==> src/rtl/pcie_bar0_target_if.sv <==
// pcie_bar0_target_if: user-TLP bus between the ECP3 PCIe core and the BAR0 target.
// Carries the RX stream (rx_st/rx_end/rx_data/rx_bar_hit), the TX handshake and
// stream (tx_req/tx_rdy/tx_st/tx_end/tx_data) and the credit-return pulses
// (ph/pd/nph_processed). The master modport is the core side, the slave modport is the target.
interface pcie_bar0_target_if;
    logic        rx_st;
    logic        rx_end;
    logic [15:0] rx_data;
    logic [6:0]  rx_bar_hit;
    logic        tx_req;
    logic        tx_rdy;
    logic        tx_st;
    logic        tx_end;
    logic [15:0] tx_data;
    logic        ph_processed;
    logic        pd_processed;
    logic        nph_processed;
    modport master (
        output rx_st, rx_end, rx_data, rx_bar_hit, tx_rdy,
        input  tx_req, tx_st, tx_end, tx_data, ph_processed, pd_processed, nph_processed
    );
    modport slave (
        input  rx_st, rx_end, rx_data, rx_bar_hit, tx_rdy,
        output tx_req, tx_st, tx_end, tx_data, ph_processed, pd_processed, nph_processed
    );
endinterface

==> src/rtl/pcie_bar0_target.sv <==
// pcie_bar0_target: BAR0 register target on the 16-bit user TLP interface of the ECP3 x1 PCIe core.
// Accepts 1-DW MWr32/MRd32 hitting BAR0, updates/reads a 2**NREG_LOG2 x 32-bit register
// file and answers reads with an 8-word CplD.
// Ports: clk_125/rstn (async active-low reset), tlp (RX stream, TX handshake, credit pulses),
// bus_num/dev_num/func_num (completer ID), reg0_out (register 0), err_ovf (sticky dropped-read flag).
module pcie_bar0_target #(
    parameter int NREG_LOG2 = 4
) (
    input  logic              clk_125,
    input  logic              rstn,
    pcie_bar0_target_if.slave tlp,
    input  logic [7:0]        bus_num,
    input  logic [4:0]        dev_num,
    input  logic [2:0]        func_num,
    output logic [31:0]       reg0_out,
    output logic              err_ovf
);
    localparam int NREG = 1 << NREG_LOG2;
    typedef enum logic [1:0] {R_IDLE, R_HDR, R_DATA, R_DROP} rx_state_t;
    typedef enum logic [1:0] {T_IDLE, T_REQ, T_SEND} tx_state_t;
    rx_state_t rs, rs_n;
    tx_state_t ts, ts_n;
    logic [2:0] w_q, w_cur, tc;
    logic [6:0] ft_q, ft_v;
    logic bar_q, act, hdr_ok, posted, mwr_done, mrd_done, drop, pending, ovf;
    logic [15:0] req_q, dhi_q, c_req;
    logic [7:0] tag_q, c_tag;
    logic [3:0] be_q;
    logic [4:0] c_addr;
    logic [NREG_LOG2-1:0] widx_q, ridx;
    logic [31:0] wdata, c_data;
    logic [31:0] regs [NREG];
    logic [15:0] cw [8];
    logic [1:0] nph_owed;
    logic [2:0] nph_src;
    logic unused;
    assign unused = ^tlp.rx_bar_hit[6:1];
    always_comb begin
        w_cur = tlp.rx_st ? 3'd0 : w_q;
        act = tlp.rx_st || rs != R_IDLE;
        ft_v = tlp.rx_st ? tlp.rx_data[14:8] : ft_q;
        // Only consulted while word 1 (length) is on the bus.
        hdr_ok = bar_q && tlp.rx_data[9:0] == 10'd1 && (ft_q == 7'h40 || ft_q == 7'h00);
        // Memory writes and messages are posted; everything else needs non-posted credit.
        posted = (ft_v[6] && ft_v[4:0] == 5'd0) || ft_v[4:3] == 2'b10;
        mwr_done = tlp.rx_end && !tlp.rx_st && rs == R_DATA && w_q == 3'd7;
        mrd_done = tlp.rx_end && !tlp.rx_st && rs == R_HDR && w_q == 3'd5 && ft_q == 7'h00;
        drop = act && tlp.rx_end && !mwr_done && !mrd_done;
        pending = ts != T_IDLE;
        ovf = mrd_done && pending;
        ridx = tlp.rx_data[NREG_LOG2+1:2];
        wdata = {dhi_q, tlp.rx_data};
        rs_n = rs;
        if (tlp.rx_st)
            rs_n = tlp.rx_end ? R_IDLE : R_HDR;
        else if (rs != R_IDLE && tlp.rx_end)
            rs_n = R_IDLE;
        else if (rs == R_HDR && w_q == 3'd1 && !hdr_ok)
            rs_n = R_DROP;
        else if (rs == R_HDR && w_q == 3'd5)
            rs_n = ft_q == 7'h40 ? R_DATA : R_DROP;
        else if (rs == R_DATA && w_q == 3'd7)
            rs_n = R_DROP;
        ts_n = ts == T_IDLE ? (mrd_done ? T_REQ : T_IDLE) :
               ts == T_REQ  ? (tlp.tx_rdy ? T_SEND : T_REQ) :
               (tc == 3'd7 ? T_IDLE : T_SEND);
        // A dropped read's credit and a completion's credit can land together; the extra one is owed.
        nph_src = {2'b0, drop && !posted} + {2'b0, ovf} + {2'b0, ts == T_SEND && tc == 3'd6} + {1'b0, nph_owed};
        cw[0] = 16'h4A00;
        cw[1] = 16'h0001;
        cw[2] = {bus_num, dev_num, func_num};
        cw[3] = 16'h0004;
        cw[4] = c_req;
        cw[5] = {c_tag, 1'b0, c_addr, 2'b00};
        cw[6] = c_data[31:16];
        cw[7] = c_data[15:0];
    end
    assign tlp.tx_req  = ts == T_REQ;
    assign tlp.tx_st   = ts == T_SEND && tc == 3'd0;
    assign tlp.tx_end  = ts == T_SEND && tc == 3'd7;
    assign tlp.tx_data = ts == T_SEND ? cw[tc] : 16'h0000;
    assign reg0_out    = regs[0];
    always_ff @(posedge clk_125 or negedge rstn) begin
        if (!rstn) begin
            rs <= R_IDLE;
            w_q <= 3'd0;
            ft_q <= 7'd0;
            bar_q <= 1'b0;
            req_q <= 16'd0;
            tag_q <= 8'd0;
            be_q <= 4'd0;
            widx_q <= '0;
            dhi_q <= 16'd0;
        end else begin
            rs <= rs_n;
            if (act) w_q <= w_cur + 3'd1;
            if (tlp.rx_st) begin
                ft_q <= tlp.rx_data[14:8];
                bar_q <= tlp.rx_bar_hit[0];
            end
            if (act && w_cur == 3'd2) req_q <= tlp.rx_data;
            if (act && w_cur == 3'd3) begin
                tag_q <= tlp.rx_data[15:8];
                be_q <= tlp.rx_data[3:0];
            end
            if (act && w_cur == 3'd5) widx_q <= ridx;
            if (act && w_cur == 3'd6) dhi_q <= tlp.rx_data;
        end
    end
    always_ff @(posedge clk_125 or negedge rstn) begin
        if (!rstn) begin
            ts <= T_IDLE;
            tc <= 3'd0;
            for (int i = 0; i < NREG; i++) regs[i] <= 32'd0;
            c_req <= 16'd0;
            c_tag <= 8'd0;
            c_addr <= 5'd0;
            c_data <= 32'd0;
            tlp.ph_processed <= 1'b0;
            tlp.pd_processed <= 1'b0;
            tlp.nph_processed <= 1'b0;
            nph_owed <= 2'd0;
            err_ovf <= 1'b0;
        end else begin
            ts <= ts_n;
            tc <= ts == T_SEND ? tc + 3'd1 : 3'd0;
            if (mwr_done)
                for (int b = 0; b < 4; b++)
                    if (be_q[b]) regs[widx_q][8*b +: 8] <= wdata[8*b +: 8];
            // The completion snapshots the register now; later writes do not touch it.
            if (mrd_done && !pending) begin
                c_req <= req_q;
                c_tag <= tag_q;
                c_addr <= tlp.rx_data[6:2];
                c_data <= regs[ridx];
            end
            tlp.ph_processed <= mwr_done || (drop && posted);
            tlp.pd_processed <= mwr_done || (drop && posted);
            tlp.nph_processed <= nph_src != 3'd0;
            nph_owed <= nph_src == 3'd0 ? 2'd0 : 2'(nph_src - 3'd1);
            err_ovf <= err_ovf || ovf;
        end
    end
endmodule
==> src/flat_wrapper.sv <==
// flat-port wrapper written by rule: the top's interface ports become plain ports
module pcie_bar0_target_flat 
#(
    parameter int NREG_LOG2 = 4
)
  (clk_125, rstn, bus_num, dev_num, func_num, reg0_out, err_ovf, tlp_rx_st, tlp_rx_end, tlp_rx_data, tlp_rx_bar_hit, tlp_tx_rdy, tlp_tx_req, tlp_tx_st, tlp_tx_end, tlp_tx_data, tlp_ph_processed, tlp_pd_processed, tlp_nph_processed);
  pcie_bar0_target_if tlp_i ();
  input  logic clk_125;
  input  logic rstn;
  input  logic [7:0] bus_num;
  input  logic [4:0] dev_num;
  input  logic [2:0] func_num;
  output logic [31:0] reg0_out;
  output logic err_ovf;
  input wire logic [$bits(tlp_i.rx_st)-1:0] tlp_rx_st;
  input wire logic [$bits(tlp_i.rx_end)-1:0] tlp_rx_end;
  input wire logic [$bits(tlp_i.rx_data)-1:0] tlp_rx_data;
  input wire logic [$bits(tlp_i.rx_bar_hit)-1:0] tlp_rx_bar_hit;
  input wire logic [$bits(tlp_i.tx_rdy)-1:0] tlp_tx_rdy;
  output wire logic [$bits(tlp_i.tx_req)-1:0] tlp_tx_req;
  output wire logic [$bits(tlp_i.tx_st)-1:0] tlp_tx_st;
  output wire logic [$bits(tlp_i.tx_end)-1:0] tlp_tx_end;
  output wire logic [$bits(tlp_i.tx_data)-1:0] tlp_tx_data;
  output wire logic [$bits(tlp_i.ph_processed)-1:0] tlp_ph_processed;
  output wire logic [$bits(tlp_i.pd_processed)-1:0] tlp_pd_processed;
  output wire logic [$bits(tlp_i.nph_processed)-1:0] tlp_nph_processed;
  assign tlp_i.rx_st = tlp_rx_st;
  assign tlp_i.rx_end = tlp_rx_end;
  assign tlp_i.rx_data = tlp_rx_data;
  assign tlp_i.rx_bar_hit = tlp_rx_bar_hit;
  assign tlp_i.tx_rdy = tlp_tx_rdy;
  assign tlp_tx_req = tlp_i.tx_req;
  assign tlp_tx_st = tlp_i.tx_st;
  assign tlp_tx_end = tlp_i.tx_end;
  assign tlp_tx_data = tlp_i.tx_data;
  assign tlp_ph_processed = tlp_i.ph_processed;
  assign tlp_pd_processed = tlp_i.pd_processed;
  assign tlp_nph_processed = tlp_i.nph_processed;
  pcie_bar0_target #(.NREG_LOG2(NREG_LOG2)) u_core (.clk_125(clk_125), .rstn(rstn), .tlp(tlp_i), .bus_num(bus_num), .dev_num(dev_num), .func_num(func_num), .reg0_out(reg0_out), .err_ovf(err_ovf));
endmodule
==> config.mk <==
export PLATFORM = sky130hd
export DESIGN_NAME = pcie_bar0_target_flat
export DESIGN_NICKNAME = d
export VERILOG_FILES = /design/src/rtl/pcie_bar0_target_if.sv /design/src/rtl/pcie_bar0_target.sv /design/src/flat_wrapper.sv
export SDC_FILE = /design/constraint.sdc
export NUM_CORES = 1
export LEC_CHECK = 0
export CAP_MARGIN = 0
export CELL_PAD_IN_SITES_DETAIL_PLACEMENT = 1
export CELL_PAD_IN_SITES_GLOBAL_PLACEMENT = 1
export CORE_MARGIN = 3
export CORE_UTILIZATION = 59
export CTS_CLUSTER_SIZE = 40
export DETAILED_ROUTE_END_ITERATION = 7
export DONT_BUFFER_PORTS = 1
export PLACE_DENSITY_LB_ADDON = 0.1
export SLEW_MARGIN = 15
export SYNTH_ARGS = -nofsm -noshare
export SYNTH_HDL_FRONTEND = slang
export SYNTH_SLANG_ARGS = --single-unit
==> constraint.sdc <==
create_clock -name clk_125 -period 5.1 [get_ports clk_125]
set_input_delay 1.02 -clock clk_125 [delete_from_list [all_inputs] [get_ports clk_125]]
set_output_delay 1.02 -clock clk_125 [all_outputs]
set_load 0.005 [all_outputs]
==> run_results.csv <==
group,metric,value,unit
run_status,outcome,"finished, violations left",
run_status,violations,"max-slew violations",
routing,viasPerCell,6.35,
synth,synth_nets,1941,
synth,synthDistinctLibCells,57,
synth,ys_top_cells_by_area,"dfrtp_1 (53%), mux2_2 (20%), mux4_2 (10%)",
timing,fin_skew,14.3,ps
synth,yosysTopAreaCellShare,53.0,%
cts,cts_num_sinks,644,
floorplanning,start_util,60.2,%
placed_design,dpl_worst_slack,1060,ps
layout,final_area,32500,µm²
placed_design,gp_congestion,0.752,
power_and_ir_drop,p_leak,16.4,nW
floorplanning,rows,82,
power_and_ir_drop,p_total,11.3,mW
routing,wl,73.6,mm
global_routing,grt_usage,27.9,%
layout,drive_above_1_share,47.8,%
synth,syn_inst,1886,
worst_setup_path,crit_type,"register to output pin",
floorplanning,placeableCoreArea,50500,µm²
global_routing,grt_max_degree,645,
timing,finalSetupTns,0,ps
timing,max-slew-margin-rel,-83.9,%
synth,ys_seq_area_share,53.0,%
synth,ys_warn_count,0,
floorplanning,die_w,233,µm
layout,final_util,64.5,%
worst_setup_path,cp-end-kind,"output pin",
synth,async_flop_share,100,%
timing,hold-worst-slack,127,ps
hold_path,min_path_type,"input pin to async pin",
job,cap_violations,0,
worst_setup_path,worstPathArrival,2820,ps
routing,drtAntennaViolNets,0,
cts,clk_latency,600,ps
placed_design,numPortBuffers,0,
timing,setup_viol,0,
synth,synth-seq-cells,644,
global_routing,grt_pass1_vias,17700,
worst_setup_path,worst-path-max-fanout,20,
synth,postSynthAreaPerCell,16.1,µm²
floorplanning,io_pins,99,
routing,drc,0,
synth,synth_ff_type,"dfrtp_1",
cts,htree_levels,3,
placed_design,dp_hpwl,43.3,mm
worst_setup_path,crit_required,4080,ps
cts,clockRootBuffer,"clkbuf_16",
placed_design,place_inst,2412,
synth,synthesis.area,30400,µm²
timing,min_period,3840,ps
routing,dr.pass1.iters,4,
routing,num_vias,16100,
power_and_ir_drop,irDropWorstVdd,0.236,mV
cts,postCtsSetupBuffers,0,
global_routing,antenna_found_initial,2,
cts,numCtsBuffers,69,
layout,stdcell_count,2528,
timing,clock.fmax,261,MHz
timing,rsz0062_at_grt,"no",
routing,drt_iter0_markers,1072,
cts,cts_resized,0,
power_and_ir_drop,power_density,348,nW/µm²
routing,detail_route.wl_per_cell,29.1,µm
floorplanning,dieArea,54300,µm²
global_routing,grt-ovfl-total,0,
timing,hold_viol,0,
synth,synth_edf_count,0,
worst_setup_path,start_kind,"register",
cts,clk_pin_slew_worst_paths,60,ps
placed_design,dpl_cell_area,30400,µm²
timing,final_max_slew_viol_count,510,
global_routing,grt_pass1_wl,112,mm
layout,area_growth,7.03,%
timing,finalCritPeriodShare,75.2,%
synth,yosys.area.top_type,"dfrtp_1",
timing,setup_slack,1260,ps
floorplanning,die_h,233,µm
cts,ctsHoldBuffers,0,
timing,tightest_slew,2760,ps
layout,nFillCells,4362,
cts,clockBufferDepth,3,
layout,num-nets-final,1866,
layout,diodes,0,
cts,cts_tree,"done",
cell families after synthesis:
kind of cell	share of synthesized area (%)
flip-flops	53.0
buffers and inverters	3.21
AND/OR/NAND/NOR	5.19
multiplexers	37.3
XOR/XNOR	0.0288
AO/OA/AOI/OAI	0.803
adder cells (fa/ha/maj)	0.502
flip-flops by register name, summed over array words and instances (netlist names), 4 cells and up:
signal / count
u_core.be_q: 4
u_core.c_addr: 5
u_core.c_data: 32
u_core.c_req: 16
u_core.c_tag: 8
u_core.dhi_q: 16
u_core.ft_q: 7
u_core.reg0_out: 32
u_core.regs: 480
u_core.req_q: 16
u_core.tag_q: 8
u_core.widx_q: 4
worst max-delay path, cell delays in order (launching register included):
cell,delay (ps)
dfrtp_1,940
clkinv_1,500
nor4_1,370
buf_4,230
a32o_1,170
metal layers:
| metal | vias up | share of wire, % | GRT usage, % |
|---|---|---|---|
| met5 | - | 0 | 0 |
| met4 | 0 | 2.7 | 7.76 |
| met3 | 120 | 4.5 | 4.96 |
| met2 | 336 | 49 | 45.8 |
| met1 | 8814 | 44 | 38.7 |
| li1 | 6786 | - | - |
cell type report:
cell class | instances | area [µm²] | area share (%)
Clock buffer | 104 | 2040 | 6.27
Clock inverter | 12 | 116 | 0.358
Inverter | 11 | 41.3 | 0.127
Multi-Input combinational cell | 1076 | 13300 | 40.9
Sequential cell | 644 | 16100 | 49.5
Tap cell | 672 | 841 | 2.58
Timing Repair Buffer | 9 | 67.6 | 0.208
synthesized netlist by cell type (4+ instances only):
cell	number
nor2b_1	5
buf_1	4
mux2_4	20
buf_12	4
mux2_1	62
a21oi_1	10
buf_6	14
nand4b_1	4
buf_2	27
nand2b_1	5
nand2_1	23
nor2_2	13
nor2_1	16
and2b_1	4
buf_4	39
inv_1	10
dfrtp_1	644
nor3_1	4
clkbuf_1	66
nor2_8	40
ha_1	9
a32o_1	10
mux4_2	140
mux2i_1	100
nand3_1	6
nor2_4	11
mux2_2	548
path summary, 6_finish.rpt:
| path | startpoint | endpoint | slack, ps | cells past startpoint |
|---|---|---|---|---|
| min reg2reg | u_core.regs[56]$_DFFE_PN0P_ | u_core.regs[56]$_DFFE_PN0P_ | 490 | 1 |
| max | u_core.tc[1]$_DFF_PN0_ | tlp_tx_data[3] | 1260 | 4 |
| min | rstn | u_core.regs[97]$_DFFE_PN0P_ | 130 | 0 |
| max in group asynchronous | rstn | u_core.regs[68]$_DFFE_PN0P_ | 2810 | 0 |
| min in group clk_125 | u_core.regs[56]$_DFFE_PN0P_ | u_core.regs[56]$_DFFE_PN0P_ | 490 | 1 |
| max reg2reg | u_core.ft_q[0]$_DFF_PN0_ | u_core.nph_owed[0]$_DFF_PN0_ | 1720 | 9 |
placed cells by master (no fill, tap or decap), types with 4 or more instances in the layout:
cell type    n
mux4_2     140
nand3_1      6
mux2i_1    100
inv_1       10
clkbuf_1    19
buf_4        9
a21oi_1     10
clkbuf_8    14
nor2_1      16
mux2_1      62
nor2_2      13
and2b_1      4
clkbuf_16   71
dfrtp_1    644
nand2_1     23
ha_1         9
nand2b_1     5
nor2b_1      5
clkinv_2     8
nor2_8      40
nand4b_1     4
mux2_4      20
nor2_4      11
nor3_1       4
mux2_2     548
a32o_1      10
where the power goes:
part / internal, mW / switching, mW
sequential: 5.34 / 0.421
combinational: 0.317 / 0.384
clock: 2.85 / 2.01
total: 8.51 / 2.81
Power figures use the tool's default switching activity.
